## src/rtl/mux_result_fifo_if.sv

```systemverilog
// Handshake bundle between the multiplexor stage, the result FIFO and its consumer.
// Carries dout_par only when MUX_RESULT_PARITY_EN is defined.
interface mux_result_fifo_if;
    logic [15:0] R;
    logic        en;
    logic [2:0]  SEL;
    logic        wr_stb;
    logic [15:0] dout_data;
    logic [2:0]  dout_tag;
    logic        dout_valid;
    logic        dout_ready;
`ifdef MUX_RESULT_PARITY_EN
    logic        dout_par;
`endif

    modport slave (
        input  R, en, SEL, wr_stb, dout_ready,
`ifdef MUX_RESULT_PARITY_EN
        output dout_par,
`endif
        output dout_data, dout_tag, dout_valid
    );

    modport master (
        output R, en, SEL, wr_stb, dout_ready,
`ifdef MUX_RESULT_PARITY_EN
        input  dout_par,
`endif
        input  dout_data, dout_tag, dout_valid
    );
endinterface

```

## src/rtl/mux_result_fifo.sv

```systemverilog
// Result capture FIFO behind the operation multiplexor: first-word-fall-through head,
// occupancy and sticky debug flags. Optional per-entry parity via MUX_RESULT_PARITY_EN.
module mux_result_fifo #(
    parameter int DEPTH = 8,
    parameter int AW    = 3
) (
    input  logic          clk,
    input  logic          rst_n,
    input  logic          clr,
    mux_result_fifo_if.slave bus,
    output logic [AW:0]   count,
    output logic          full,
    output logic          empty,
    output logic          overflow,
    output logic          inv_cap
);
`ifdef MUX_RESULT_PARITY_EN
    localparam int EW = 20;
`else
    localparam int EW = 19;
`endif
    localparam logic [AW:0] FULL_CNT = (AW+1)'(DEPTH);

    logic [EW-1:0] mem [DEPTH];
    logic [AW-1:0] wr_ptr_reg;
    logic [AW-1:0] rd_ptr_reg;
    logic [AW:0]   count_reg;
    logic          overflow_reg;
    logic          inv_cap_reg;

    logic          push;
    logic          pop;
    logic [EW-1:0] wr_entry;
    logic [EW-1:0] head_entry;

    assign full  = (count_reg == FULL_CNT);
    assign empty = (count_reg == '0);
    assign count    = count_reg;
    assign overflow = overflow_reg;
    assign inv_cap  = inv_cap_reg;

    assign pop  = bus.dout_valid & bus.dout_ready;
    assign push = bus.wr_stb & bus.en & (~full | pop);

`ifdef MUX_RESULT_PARITY_EN
    assign wr_entry = {^{bus.SEL, bus.R}, bus.SEL, bus.R};
`else
    assign wr_entry = {bus.SEL, bus.R};
`endif

    // Writing into the slot being popped only happens when full, so the head never changes under a stall.
    always_ff @(posedge clk) begin
        if (rst_n && !clr && push) begin
            mem[wr_ptr_reg] <= wr_entry;
        end
    end

    always_ff @(posedge clk) begin
        if (!rst_n || clr) begin
            wr_ptr_reg   <= '0;
            rd_ptr_reg   <= '0;
            count_reg    <= '0;
            overflow_reg <= 1'b0;
            inv_cap_reg  <= 1'b0;
        end else begin
            if (push) begin
                wr_ptr_reg <= wr_ptr_reg + 1'b1;
            end
            if (pop) begin
                rd_ptr_reg <= rd_ptr_reg + 1'b1;
            end
            if (push && !pop) begin
                count_reg <= count_reg + 1'b1;
            end else if (pop && !push) begin
                count_reg <= count_reg - 1'b1;
            end
            // An invalid capture is reported instead of, never in addition to, an overflow.
            if (bus.wr_stb && !bus.en) begin
                inv_cap_reg <= 1'b1;
            end else if (bus.wr_stb && full && !pop) begin
                overflow_reg <= 1'b1;
            end
        end
    end

    assign head_entry     = mem[rd_ptr_reg];
    assign bus.dout_valid = ~empty;
    assign bus.dout_data  = empty ? 16'h0000 : head_entry[15:0];
    assign bus.dout_tag   = empty ? 3'd0 : head_entry[18:16];
`ifdef MUX_RESULT_PARITY_EN
    assign bus.dout_par   = empty ? 1'b0 : head_entry[19];
`endif
endmodule

```

## src/flat_wrapper.sv

```systemverilog
// flat-port wrapper written by rule: the top's interface ports become plain ports
module mux_result_fifo_flat 
#(
    parameter int DEPTH = 8,
    parameter int AW    = 3
)
  (clk, rst_n, clr, count, full, empty, overflow, inv_cap, bus_R, bus_en, bus_SEL, bus_wr_stb, bus_dout_ready, bus_dout_data, bus_dout_tag, bus_dout_valid);
  mux_result_fifo_if bus_i ();
  input  logic clk;
  input  logic rst_n;
  input  logic clr;
  output logic [AW:0] count;
  output logic full;
  output logic empty;
  output logic overflow;
  output logic inv_cap;
  input wire logic [$bits(bus_i.R)-1:0] bus_R;
  input wire logic [$bits(bus_i.en)-1:0] bus_en;
  input wire logic [$bits(bus_i.SEL)-1:0] bus_SEL;
  input wire logic [$bits(bus_i.wr_stb)-1:0] bus_wr_stb;
  input wire logic [$bits(bus_i.dout_ready)-1:0] bus_dout_ready;
  output wire logic [$bits(bus_i.dout_data)-1:0] bus_dout_data;
  output wire logic [$bits(bus_i.dout_tag)-1:0] bus_dout_tag;
  output wire logic [$bits(bus_i.dout_valid)-1:0] bus_dout_valid;
  assign bus_i.R = bus_R;
  assign bus_i.en = bus_en;
  assign bus_i.SEL = bus_SEL;
  assign bus_i.wr_stb = bus_wr_stb;
  assign bus_i.dout_ready = bus_dout_ready;
  assign bus_dout_data = bus_i.dout_data;
  assign bus_dout_tag = bus_i.dout_tag;
  assign bus_dout_valid = bus_i.dout_valid;
  mux_result_fifo #(.DEPTH(DEPTH), .AW(AW)) u_core (.clk(clk), .rst_n(rst_n), .clr(clr), .bus(bus_i), .count(count), .full(full), .empty(empty), .overflow(overflow), .inv_cap(inv_cap));
endmodule
```

## config.mk

```make
export PLATFORM = sky130hd
export DESIGN_NAME = mux_result_fifo_flat
export DESIGN_NICKNAME = d
export VERILOG_FILES = /design/src/rtl/mux_result_fifo_if.sv /design/src/rtl/mux_result_fifo.sv /design/src/flat_wrapper.sv
export SDC_FILE = /design/constraint.sdc
export NUM_CORES = 1
export LEC_CHECK = 0
export ABC_AREA = 1
export CAP_MARGIN = 5
export CORE_AREA = 2 2 145 147
export CTS_BUF_LIST = sky130_fd_sc_hd__clkbuf_4 sky130_fd_sc_hd__clkbuf_8 sky130_fd_sc_hd__clkbuf_16
export CTS_CLUSTER_SIZE = 24
export DETAILED_ROUTE_END_ITERATION = 8
export DIE_AREA = 0 0 147 149
export GPL_TIMING_DRIVEN = 0
export MAX_ROUTING_LAYER = met4
export PLACE_DENSITY_LB_ADDON = 0.2
export SLEW_MARGIN = 40
export SYNTH_ARGS = -nofsm -noshare
export SYNTH_HDL_FRONTEND = slang
export SYNTH_SLANG_ARGS = --single-unit
```

## constraint.sdc

```tcl
create_clock -name clk -period 5.4 [get_ports clk]
set_input_delay 1.62 -clock clk [delete_from_list [all_inputs] [get_ports clk]]
set_output_delay 1.62 -clock clk [all_outputs]
set_load 0.02 [all_outputs]
```

==> run metrics <==
fillers between 1500 and 2000; CP Launch Type flip-flop; area of the multi-input gates around 1800 sq um; global route total overflow 0; top-level I/O count between 50 and 60; mux cell area share after synthesis 0%; Crit Path Max Fanout 10; reg-to-reg endpoint u_core.count[3]; crit share post-route between 80% and 90%; critical path class reg -> out; crit path DAT around 2.7 ns; initial drt markers ~300; combinational family with the most area after synthesis simple AND/OR/NAND/NOR gates; Max Root-Sink Buffers 2; simple-gate share of the synthesized area between 10% and 20%; CTS tree done; # DRC 0; Final setup viols 0; biggest cell delay along the critical path about 0.64 ns; R2R Path Start u_core.count[0]; DR pass1 iterations 5; initial antenna violation count 0; RSZ-0062 raised after global routing no; Slew Limit Fails 0; number of synthesized register bits between 150 and 200; layout cells sized above 1 9.63%; count leader, synth nand2_1; Setup WS post-layout just over 1 ns; net count after synthesis ~690; height of the die roughly 150 microns; H-tree depth 4; post-synthesis compound-gate area fraction roughly 5%; R2R cell count 13; Main synth FF type edfxtp_1; Unique masters post-synth 22; CP bufs+invs 2; post-CTS resize count 0; num rows 53; via count roughly 4800; Synthesis Warnings 0; final hold violation count 0; f_max between 200 and 250 MHz; synthesis-to-finish area growth 23.7%; top post-synthesis cells by area edfxtp_1, nand2_1, nor2_1; crit-path leading delay family buffers and inverters; Final Core Density around 42%; clk root buf clkbuf_16; CTS Sinks approximately 170; worst path cell trace nor2_1 > nand3_2 > clkbuf_1 > nand2_1 > nor2_1 > clkdlybuf4s50_1; Post-synth ARST share 0%; crit path capture type output pin; Vias/cell about 4.7; WL/cell roughly 17 microns; r2r setup slk roughly 3.2 ns; crit path time final around 4.4 ns; Hold EP u_core.overflow; Synth top cells by count nand2_1, edfxtp_1, nor2_1, inv_1, o21ai_0; clk_lat worst skew ~0.43 ns; antenna-violating nets left 0; PD cells 337 nW/um^2; most frequent CP cell nor2_1; WHS Path Cells 2; postcts setup bufs 0; area leader, netlist edfxtp_1; Post-Syn Area approximately 7000 sq um; Mean Syn Cell Area ~11 sq um; Die ar. between 20000 and 25000 sq um; xor/xnor share of the synthesized area less than 1%; DIE WIDTH about 150 microns; sequential element share of the synthesized area 69.5%; first-pass GRT wire length approximately 26000 microns; clock skew 0.0129 ns; Slew headroom 53.8%; Total GRT Usage about 17%; hold path start u_core.overflow; CTS Hold Buffers Added 0; Leakage 0.00323 uW; Num CTS Buffers 17; Clock Pin Slew Worst Setup and Hold Paths 0.07 ns; number of global-route vias before repair about 4700; Worst Max-Slew Pin Slew approximately 0.7 ns; VDD IR max between 200 and 250 uV; register area 4860 sq um; status completed; Cells after Synth 656; hpwl dp 11200 microns; Synth Area in Adders under 10%; Final GP Congestion approximately 0.75; Worst Hold Class reg -> reg; MaxCap Viol Count 0; WL final approximately 17000 microns; largest net degree at the start of global routing 17; PortBufs between 50 and 60; Ant. Diodes 0; starting density of the core between 30% and 40%; Final TNS setup 0 ns; nets 766; WP data required roughly 3.8 ns; core region area approximately 21000 sq um; max reg flops 152; worst slack, placed 1.46 ns; number of synthesized flops with an enable pin 152; area share of the largest cell type after synthesis between 60% and 70%; CP max-delay cell clkdlybuf4s50_1
through the flow:
| stage | power, uW | hold slack (ns) | area (sq um) | std cells |
|---|---|---|---|---|
| 3_3_place_gp | 1750 | 0.447 | 7860 | 983 |
| 3_5_place_dp | 1760 | 0.446 | 8070 | 991 |
| 2_1_floorplan | 1610 | 0.458 | 7000 | 656 |
| 4_1_cts | 2940 | 0.461 | 8660 | 1023 |
| 6_report | 2920 | 0.461 | 8660 | 1023 |
| 5_1_grt | 3010 | 0.491 | 8660 | 1023 |
cell type report:
class,count,area share (%)
Sequential cell,167,56.2
Clock buffer,21,5.33
Inverter,60,2.60
Multi-Input combinational cell,400,20.9
Clock inverter,11,1.46
Buffer,29,1.85
Timing Repair Buffer,60,7.69
Tap cell,275,3.98
worst register-to-register path: stages (launching register included):
cell and delay, ns:
dfxtp_1 0.37, nor2_1 0.27, nand4_2 0.22, nand2_1 0.11, inv_1 0.06, ha_1 0.21
inv_1 0.13, ha_1 0.29, a21oi_1 0.20, nand2_1 0.07, nand2_1 0.06, nand3_1 0.06
nand2_1 0.06, inv_1 0.03
how the worst max path moves through the flow:
stage	start	end	slack [ns]	cells past startpoint
floorplan	rst_n	u_core.mem[3][0]	2.16	4
global route	u_core.count[0]	bus_dout_data[2]	0.89	6
CTS	u_core.count[0]	bus_dout_data[4]	1.03	6
global placement	bus_dout_ready	u_core.mem[0][13]	0.54	7
finish	u_core.count[0]	bus_dout_data[4]	1.04	6
detailed placement	bus_dout_ready	u_core.mem[1][13]	1.46	6
metal layers:
metal | wire (microns) | track usage, % | vias to the layer above
met2 | 8370 | 27.3 | 144
li1 | - | - | 2347
met3 | 813 | 3.49 | 19
met5 | 0 | - | -
met4 | 219 | 5.29 | 0
met1 | 7710 | 21.1 | 2263
placed cells by master (no fill, tap or decap), drive strengths merged, types with 12 or more instances in the layout:
| master | Yosys | final |
|---|---|---|
| a21oi | 12 | 12 |
| buf | 19 | 27 |
| clkbuf | 10 | 31 |
| clkdlybuf4s50 | 0 | 52 |
| dfxtp | 15 | 15 |
| edfxtp | 152 | 152 |
| inv | 60 | 60 |
| nand2 | 153 | 153 |
| nand3 | 51 | 51 |
| nor2 | 115 | 115 |
| o21ai | 58 | 58 |
power breakdown:
| group | switching [uW] | internal, uW |
|---|---|---|
| combinational | 186 | 116 |
| clock | 484 | 708 |
| sequential | 6.71 | 1420 |
| total | 676 | 2240 |
cell families after synthesis:
logic type      after synthesis
simple gates                321
fa+ha+maj                     6
compound gates               70
xor+xnor                      3
buf+inv                      89
flops                       167
Note: power is estimated with default switching activity, not from simulation.
